File: config.mk
export PLATFORM = sky130hd
export DESIGN_NAME = captura_entrada
export DESIGN_NICKNAME = d
export VERILOG_FILES = /design/src/rtl/captura_pkg.sv /design/src/rtl/captura_entrada_sincronizador.sv /design/src/rtl/captura_entrada.sv
export SDC_FILE = /design/constraint.sdc
export NUM_CORES = 1
export LEC_CHECK = 0
export BUFFER_PORTS_ARGS = -buffer_cell sky130_fd_sc_hd__buf_2
export CAP_MARGIN = 10
export CORE_MARGIN = 1.5
export CORE_UTILIZATION = 51
export CTS_BUF_LIST = sky130_fd_sc_hd__clkbuf_8 sky130_fd_sc_hd__clkbuf_16
export DETAILED_ROUTE_END_ITERATION = 7
export PLACE_DENSITY = 0.74
export REMOVE_ABC_BUFFERS = 1
export SLEW_MARGIN = 20
export SYNTH_ARGS = -nofsm -noshare
export SYNTH_HDL_FRONTEND = slang
export SYNTH_SLANG_ARGS = --single-unit
File: constraint.sdc
create_clock -name clk_i -period 1.9 [get_ports clk_i]
set_input_delay 0.19 -clock clk_i [delete_from_list [all_inputs] [get_ports clk_i]]
set_output_delay 0.19 -clock clk_i [all_outputs]
set_load 0.02 [all_outputs]
File: src/rtl/captura_pkg.sv
// captura_pkg: shared state encoding and data width for the input-capture stage
package captura_pkg;
    localparam int DATA_W = 4;
    localparam logic [1:0] S_IDLE    = 2'b00;
    localparam logic [1:0] S_PRESS   = 2'b01;
    localparam logic [1:0] S_HOLD    = 2'b10;
    localparam logic [1:0] S_RELEASE = 2'b11;
    typedef enum logic [1:0] {
        IDLE    = S_IDLE,
        PRESS   = S_PRESS,
        HOLD    = S_HOLD,
        RELEASE = S_RELEASE
    } state_t;
endpackage

File: src/rtl/captura_entrada_sincronizador.sv
// sincronizador: multi-flop synchroniser for asynchronous input lines
module sincronizador #(
    parameter int WIDTH  = 1,
    parameter int STAGES = 2
) (
    input  logic             clk_i,
    input  logic             rst_i,
    input  logic [WIDTH-1:0] d_i,
    output logic [WIDTH-1:0] q_o
);
    logic [STAGES-1:0][WIDTH-1:0] stage_q;
    // shift raw lines through the flop chain, cleared on reset
    always_ff @(posedge clk_i) begin
        if (rst_i) stage_q <= '0;
        else       stage_q <= {stage_q[STAGES-2:0], d_i};
    end
    assign q_o = stage_q[STAGES-1];
endmodule

File: src/rtl/captura_entrada.sv
// captura_entrada: synchronise switches and load button, debounce, latch data with ready/overrun
module captura_entrada
    import captura_pkg::*;
#(
    parameter int DEBOUNCE_CYCLES = 16,
    parameter int SYNC_STAGES     = 2
) (
    input  logic              clk_i,
    input  logic              rst_i,
    input  logic [DATA_W-1:0] switches_i,
    input  logic              load_i,
    input  logic              clear_i,
    output logic [DATA_W-1:0] data_o,
    output logic              ready_o,
    output logic              overrun_o,
    output logic              busy_o
);
    localparam int CW = $clog2(DEBOUNCE_CYCLES);
    logic [DATA_W:0]   sync_s;
    logic [DATA_W-1:0] sw_s, data_q, data_d;
    logic              load_s, ready_q, ready_d, overrun_q, overrun_d, capture, cnt_max;
    logic [CW-1:0]     cnt_q, cnt_d;
    state_t            state_q, state_d;

    sincronizador #(.WIDTH(DATA_W + 1), .STAGES(SYNC_STAGES)) u_sync (
        .clk_i (clk_i),
        .rst_i (rst_i),
        .d_i   ({load_i, switches_i}),
        .q_o   (sync_s)
    );

    assign sw_s    = sync_s[DATA_W-1:0];
    assign load_s  = sync_s[DATA_W];
    assign cnt_max = cnt_q == CW'(DEBOUNCE_CYCLES - 1);

    // debounce FSM next state plus capture-driven output register updates
    always_comb begin
        state_d = state_q;
        cnt_d   = cnt_q;
        capture = 1'b0;
        case (state_q)
            IDLE:    if (load_s) begin state_d = PRESS; cnt_d = '0; end
            PRESS:   if (!load_s) state_d = IDLE;
                     else if (cnt_max) begin capture = 1'b1; state_d = HOLD; end
                     else cnt_d = cnt_q + 1'b1;
            HOLD:    if (!load_s) begin state_d = RELEASE; cnt_d = '0; end
            RELEASE: if (load_s) state_d = HOLD;
                     else if (cnt_max) state_d = IDLE;
                     else cnt_d = cnt_q + 1'b1;
            default: state_d = IDLE;
        endcase
        data_d    = capture ? sw_s : data_q;
        ready_d   = capture | (ready_q & ~clear_i);
        overrun_d = clear_i ? 1'b0 : overrun_q | (capture & ready_q);
    end

    // state, counter and output registers with synchronous reset
    always_ff @(posedge clk_i) begin
        if (rst_i) begin
            state_q   <= IDLE;
            cnt_q     <= '0;
            data_q    <= '0;
            ready_q   <= 1'b0;
            overrun_q <= 1'b0;
        end else begin
            state_q   <= state_d;
            cnt_q     <= cnt_d;
            data_q    <= data_d;
            ready_q   <= ready_d;
            overrun_q <= overrun_d;
        end
    end

    assign data_o    = data_q;
    assign ready_o   = ready_q;
    assign overrun_o = overrun_q;
    assign busy_o    = state_q != IDLE;
endmodule

==> key figures, run 1 <==
Power
  – Design Power: 0.8406 mW
  – P per Cell Area: 892.2 nW/um^2
  – Lkg Pwr: 0.3784 nW
  – VDD IR max: 538.5 uV

Global routing
  – Global-route wire length before repair: 2042 um
  – Grt ovf: 0
  – Vias in the first global route: 508
  – GRT Util Overall: 15.26%
  – Initial antenna violation count: 0
  – Pin count of the biggest net entering global routing: 23

Timing
  – Crit path time final: 1.567 ns
  – Setup Total Neg Slack: 0 ns
  – Max transition margin: 67.71%
  – Max Freq: 0.6383 GHz
  – Least-Margin Pin Slew: 0.4843 ns
  – Fin. Hold Viols: 0
  – Unrepaired setup endpoints after global routing: no
  – Final period util: 82.46%
  – Setup Skew: 0.003719 ns
  – Setup-failing EPs final: 0
  – Max-slew violation count: 0

Floorplanning
  – Die ar.: 1875 sq um
  – Core area: 1506 sq um
  – Chip height: 43.30 um
  – Die extent in x: 43.30 um
  – Initial core utilization: 54.98%
  – Count of boundary I/O pins: 15
  – # rows: 14

Clocking
  – Clock Pin Slew Worst Setup and Hold Paths: 0.08 ns
  – CTS resizes: 0
  – Root Driver: clkbuf_8
  – CTS buffer count: 3
  – CTS tree: built
  – H-Tree Depth: 1
  – Clk sinks: 22
  – Clk_lat worst skew: 0.26 ns
  – Post-CTS setup buffers: 0
  – Hold_buf cts: 0
  – Clock buffer depth: 2

Worst hold path
  – Worst Hold Class: in -> reg

Route
  – Initial DRC count: 6
  – Routed vias: 609
  – Routed length per instance: 11.92 um
  – WL final: 1311 um
  – DRC violations left: 0
  – TritonRoute pass-1 iters: 4
  – Vias/cell: 5.536
  – Post-DRT Antenna Nets: 0

Worst setup path
  – Worst reg-to-reg setup slack: 0.33 ns
  – Worst reg2reg startpoint: cnt_q[0]
  – WS Path Type: reg -> reg
  – Worst r2r path cells: 4
  – Worst endpoint required time: 2.04 ns
  – Critical Path Start Type: flop
  – Data arrival, critical path: 1.70 ns
  – Setup crit end: data_o[0]
  – Crit Path Max Fanout: 15
  – Worst Setup End Kind: flop
  – RR Endpoint: data_o[0]
  – Critical Path Source: cnt_q[0]

Place
  – Detail Placement HPWL: 852.3 um
  – PortBufs: 14
  – RD Place Congestion: 0.7514

Synthesis
  – Yosys reg bits: 22
  – Gate Count Post-Synth: 80
  – YS warnings: 0
  – Syn_area_per_cell: 10.35 sq um
  – Synth unique cells: 26
  – Register area share after synthesis: 53.17%
  – Post-Syn Area: 828.3 sq um

Outcome
  – Outcome: finished, final reports clean

Layout
  – Share of cells above drive strength 1: 28.72%
  – Antenna diodes: 0
  – Nets: 104
  – Fin util: 62.54%
  – Area delta synth->final: 13.75%

Flow run
  – Max_cap viols: 0
==> cell families after synthesis <==
group / Yosys count / synth area share (%)
AOI/OAI and AO/OA: 19 / 15.86
xor gates and xnor gates: 2 / 3.022
and+or+nand+nor: 31 / 21.75
adders and majority gates: 1 / 1.510
buffers and inverters: 5 / 4.681
DFF: 22 / 53.17
==> worst min-delay path by stage <==
stage	cells past startpoint	endpoint	startpoint
5_1_grt	2	overrun_o	clear_i
6_report	2	overrun_o	clear_i
3_3_place_gp	2	overrun_o	clear_i
4_1_cts	2	overrun_o	clear_i
2_1_floorplan	1	cnt_q[2]	rst_i
3_5_place_dp	2	overrun_o	clear_i
==> where the power goes <==
part           internal (mW)  switching [mW]  total (mW)
registers              0.471         0.00401       0.475
logic                 0.0142          0.0171      0.0314
clock network          0.185           0.149       0.334
total                  0.670           0.170       0.841
==> synthesized netlist by cell type <==
library cell	n	share of area [%]
nor3_2	1	1.2
nand2_1	5	2.3
a41oi_1	1	1.1
buf_6	1	1.4
a31oi_1	2	1.5
nand4b_1	1	1.1
a211oi_1	1	0.91
nand3_1	4	2.4
a211oi_2	1	1.5
dfxtp_1	22	53
o21ai_0	2	1.2
clkbuf_1	1	0.45
nor3_1	2	1.2
xnor2_1	1	1.1
buf_1	1	0.45
xor2_2	1	2.0
nand4_1	3	2.3
or2_2	1	0.76
a21oi_1	8	4.8
nor2_1	1	0.45
ha_1	1	1.5
nor2b_1	12	9.1
a21bo_2	4	4.8
buf_2	1	0.60
buf_8	1	1.8
and4_1	1	1.1
==> layout make-up <==
| cell class | count | area (sq um) |
|---|---|---|
| Fill cell | 133 | 564.3 |
| Sequential cell | 22 | 440.4 |
| Multi-Input combinational cell | 53 | 349.1 |
| Timing Repair Buffer | 15 | 77.57 |
| Clock buffer | 4 | 55.05 |
| Tap cell | 16 | 20.02 |
==> state kept, by name, summed over array words and instances, names as in the netlist, named ones only <==
register        cells
state_q             1
u_sync.q_o          5
u_sync.stage_q      5
ready_o             1
cnt_q               4
overrun_o           1
data_o              4
==> worst max-delay path: stages (launching register included) <==
cell and delay (ns):
dfxtp_1 0.41, ha_1 0.23, and4_1 0.53, a21bo_2 0.21, a21oi_1 0.05
==> stage by stage <==
stage | worst slack, ns | cells | hold WS, ns | instance area (sq um)
final | 0.3333 | 110 | 0.1035 | 942.2
after floorplan | 0.5572 | 75 | 0.2546 | 789.5
after global routing | 0.2043 | 110 | 0.1098 | 942.2
after detailed placement | 0.3787 | 106 | 0.3794 | 887.1
after CTS | 0.3594 | 110 | 0.09909 | 942.2
after global placement | 0.4189 | 106 | 0.3791 | 887.1
==> cell usage in the layout, fill, tap and decap left out, drive strengths merged, types with 2 or more instances in the layout <==
cell / count
nand2: 5
a21oi: 8
a21bo: 4
nand4: 3
dfxtp: 22
a211oi: 2
a31oi: 2
buf: 15
clkbuf: 4
nor3: 3
nor2b: 12
o21ai: 2
nand3: 4
==> per-layer routing <==
layer  track usage [%]  up-vias  wire length, um
met5                 0        -                0
met3             3.830        5               72
met2             22.99       23              595
li1                  -      306                -
met4             13.94        0               39
met1             17.51      275              603
(Power assumes the default switching activity.)
==> run 2, diff against run 1 <==
==> constraint.sdc (replaced) <==
create_clock -name clk_i -period 1.5 [get_ports clk_i]
set_input_delay 0.15 -clock clk_i [delete_from_list [all_inputs] [get_ports clk_i]]
set_output_delay 0.15 -clock clk_i [all_outputs]
set_load 0.02 [all_outputs]
==> run 2 against run 1 <==
Non-clock buffer count grew 2. Maximum frequency grew 10%. Sequential power grew 27%. Count of clock-buffer cells in the layout shrank 1. Core utilization grew 2.4 points. Critical endpoint is now cnt_q[3]. Largest power group unchanged.
==> key figures, run 2 (same netlist as run 1, synthesis figures left out) <==
Outcome
  – Outcome: finished, final reports clean

Layout
  – Commonest non-fill, non-tap cells in the layout: 22 x dfxtp_1, 14 x buf_2, 12 x nor2b_1
  – Final instance area: 978.4 sq um
  – Commonest non-fill, non-tap cell in the layout: dfxtp_1
  – Antenna diodes: 0
  – Share of cells above drive strength 1: 31.25%
  – Nets: 106
  – Area delta synth->final: 18.13%
  – FILL cells: 124

Global routing
  – Vias in the first global route: 574
  – Global-route wire length before repair: 2290 um
  – Pin count of the biggest net entering global routing: 23
  – GRT Util Overall: 17.02%
  – Initial antenna violation count: 0
  – Grt ovf: 0

Timing
  – Fin. Hold Viols: 0
  – Least-Margin Pin Slew: 0.3807 ns
  – Hold_ws: 0.06131 ns
  – Setup-failing EPs final: 0
  – Max-slew violation count: 0
  – Final period util: 94.68%
  – Setup Total Neg Slack: 0 ns
  – Max Freq: 0.7041 GHz
  – Crit path time final: 1.420 ns
  – Max transition margin: 74.44%
  – Setup Skew: 0.003795 ns

Place
  – Detail Placement HPWL: 881.6 um
  – RD Place Congestion: 0.6545
  – Placed Area: 902.1 sq um
  – PortBufs: 14

Clocking
  – Clk_lat worst skew: 0.26 ns
  – CTS buffer count: 3
  – H-Tree Depth: 1
  – Hold_buf cts: 0
  – Post-CTS setup buffers: 0
  – Root Driver: clkbuf_8
  – CTS tree: built
  – Clock Pin Slew Worst Setup and Hold Paths: 0.08 ns
  – Clock buffer depth: 2
  – Clk sinks: 22
  – CTS resizes: 0

Route
  – Routed vias: 614
  – Routed length per instance: 12.26 um
  – Initial DRC count: 10
  – TritonRoute pass-1 iters: 4
  – WL final: 1373 um
  – DRC violations left: 0
  – Vias/cell: 5.482
  – Post-DRT Antenna Nets: 0

Floorplanning
  – # rows: 14
  – Count of boundary I/O pins: 15
  – Core area: 1506 sq um
  – Die ar.: 1875 sq um
  – Initial core utilization: 54.98%
  – Die extent in x: 43.30 um
  – Chip height: 43.30 um

Worst setup path
  – Max incr delay on CP: 0.35 ns
  – CP max stage cell: dfxtp_1
  – Worst endpoint required time: 1.64 ns
  – Data arrival, critical path: 1.56 ns
  – Critical Path Start Type: flop
  – Buf/Inv on CP: 1
  – Crit Path Max Fanout: 8
  – Worst Setup End Kind: flop
  – WS Path Type: reg -> reg
  – CP Cell Sequence: ha_1 > and4_1 > buf_4 > a211oi_2 > nor3_1
  – CP top delay family: flip-flops

Power
  – P per Cell Area: 1215 nW/um^2
  – Lkg Pwr: 0.3973 nW
  – Design Power: 1.189 mW
  – VDD IR max: 813.3 uV

Flow run
  – Max_cap viols: 0

Worst hold path
  – Worst Hold Class: in -> reg
run 2: cell types whose count changed in the layout (fill, tap and decap cells not counted):
| cell | delta |
|---|---|
| a211oi_1 | -1 |
| a211oi_2 | +1 |
| buf_4 | +2 |
| bufinv_16 | +1 |
| clkbuf_8 | -1 |
run 2: metrics by stage:
step / setup WS, ns / util (%) / instances
floorplan: 0.1572 / - / 75
global placement: 0.1544 / 59.88 / 108
detailed placement: 0.1061 / 59.88 / 108
CTS: 0.09357 / 64.62 / 112
global route: -0.03286 / 64.95 / 112
finish: 0.07981 / 64.95 / 112
run 2: per-layer routing:
layer	global-route usage [%]	routed length [um]	vias to the layer above
li1	-	-	311
met3	5.106	64	6
met1	18.35	620	275
met4	10.91	38	0
met2	28.66	650	22
met5	0	0	-
run 2: report_power, final:
group | switching (mW) | total [mW] | internal, mW | leakage [nW]
Combinational | 0.0215 | 0.0398 | 0.0183 | 0.182
Sequential | 0.00541 | 0.602 | 0.597 | 0.179
Clock | 0.190 | 0.547 | 0.356 | 0.0357
run 2: final timing paths:
kind                           from             to  slack [ns]  cells after the start
setup / recovery           cnt_q[0]       cnt_q[3]        0.08                      5
hold / removal              clear_i      overrun_o        0.06                      2
setup reg to reg           cnt_q[0]       cnt_q[3]        0.08                      5
hold reg to reg   u_sync.stage_q[0]  u_sync.q_o[0]        0.44                      1
run 2: area by class of cell:
| cell class | count | area, sq um | share of cell area, % |
|---|---|---|---|
| Sequential cell | 22 | 440.4 | 45.01 |
| Clock buffer | 3 | 41.29 | 4.220 |
| Clock inverter | 1 | 30.03 | 3.069 |
| Tap cell | 16 | 20.02 | 2.046 |
| Timing Repair Buffer | 17 | 92.59 | 9.463 |
| Multi-Input combinational cell | 53 | 354.1 | 36.19 |
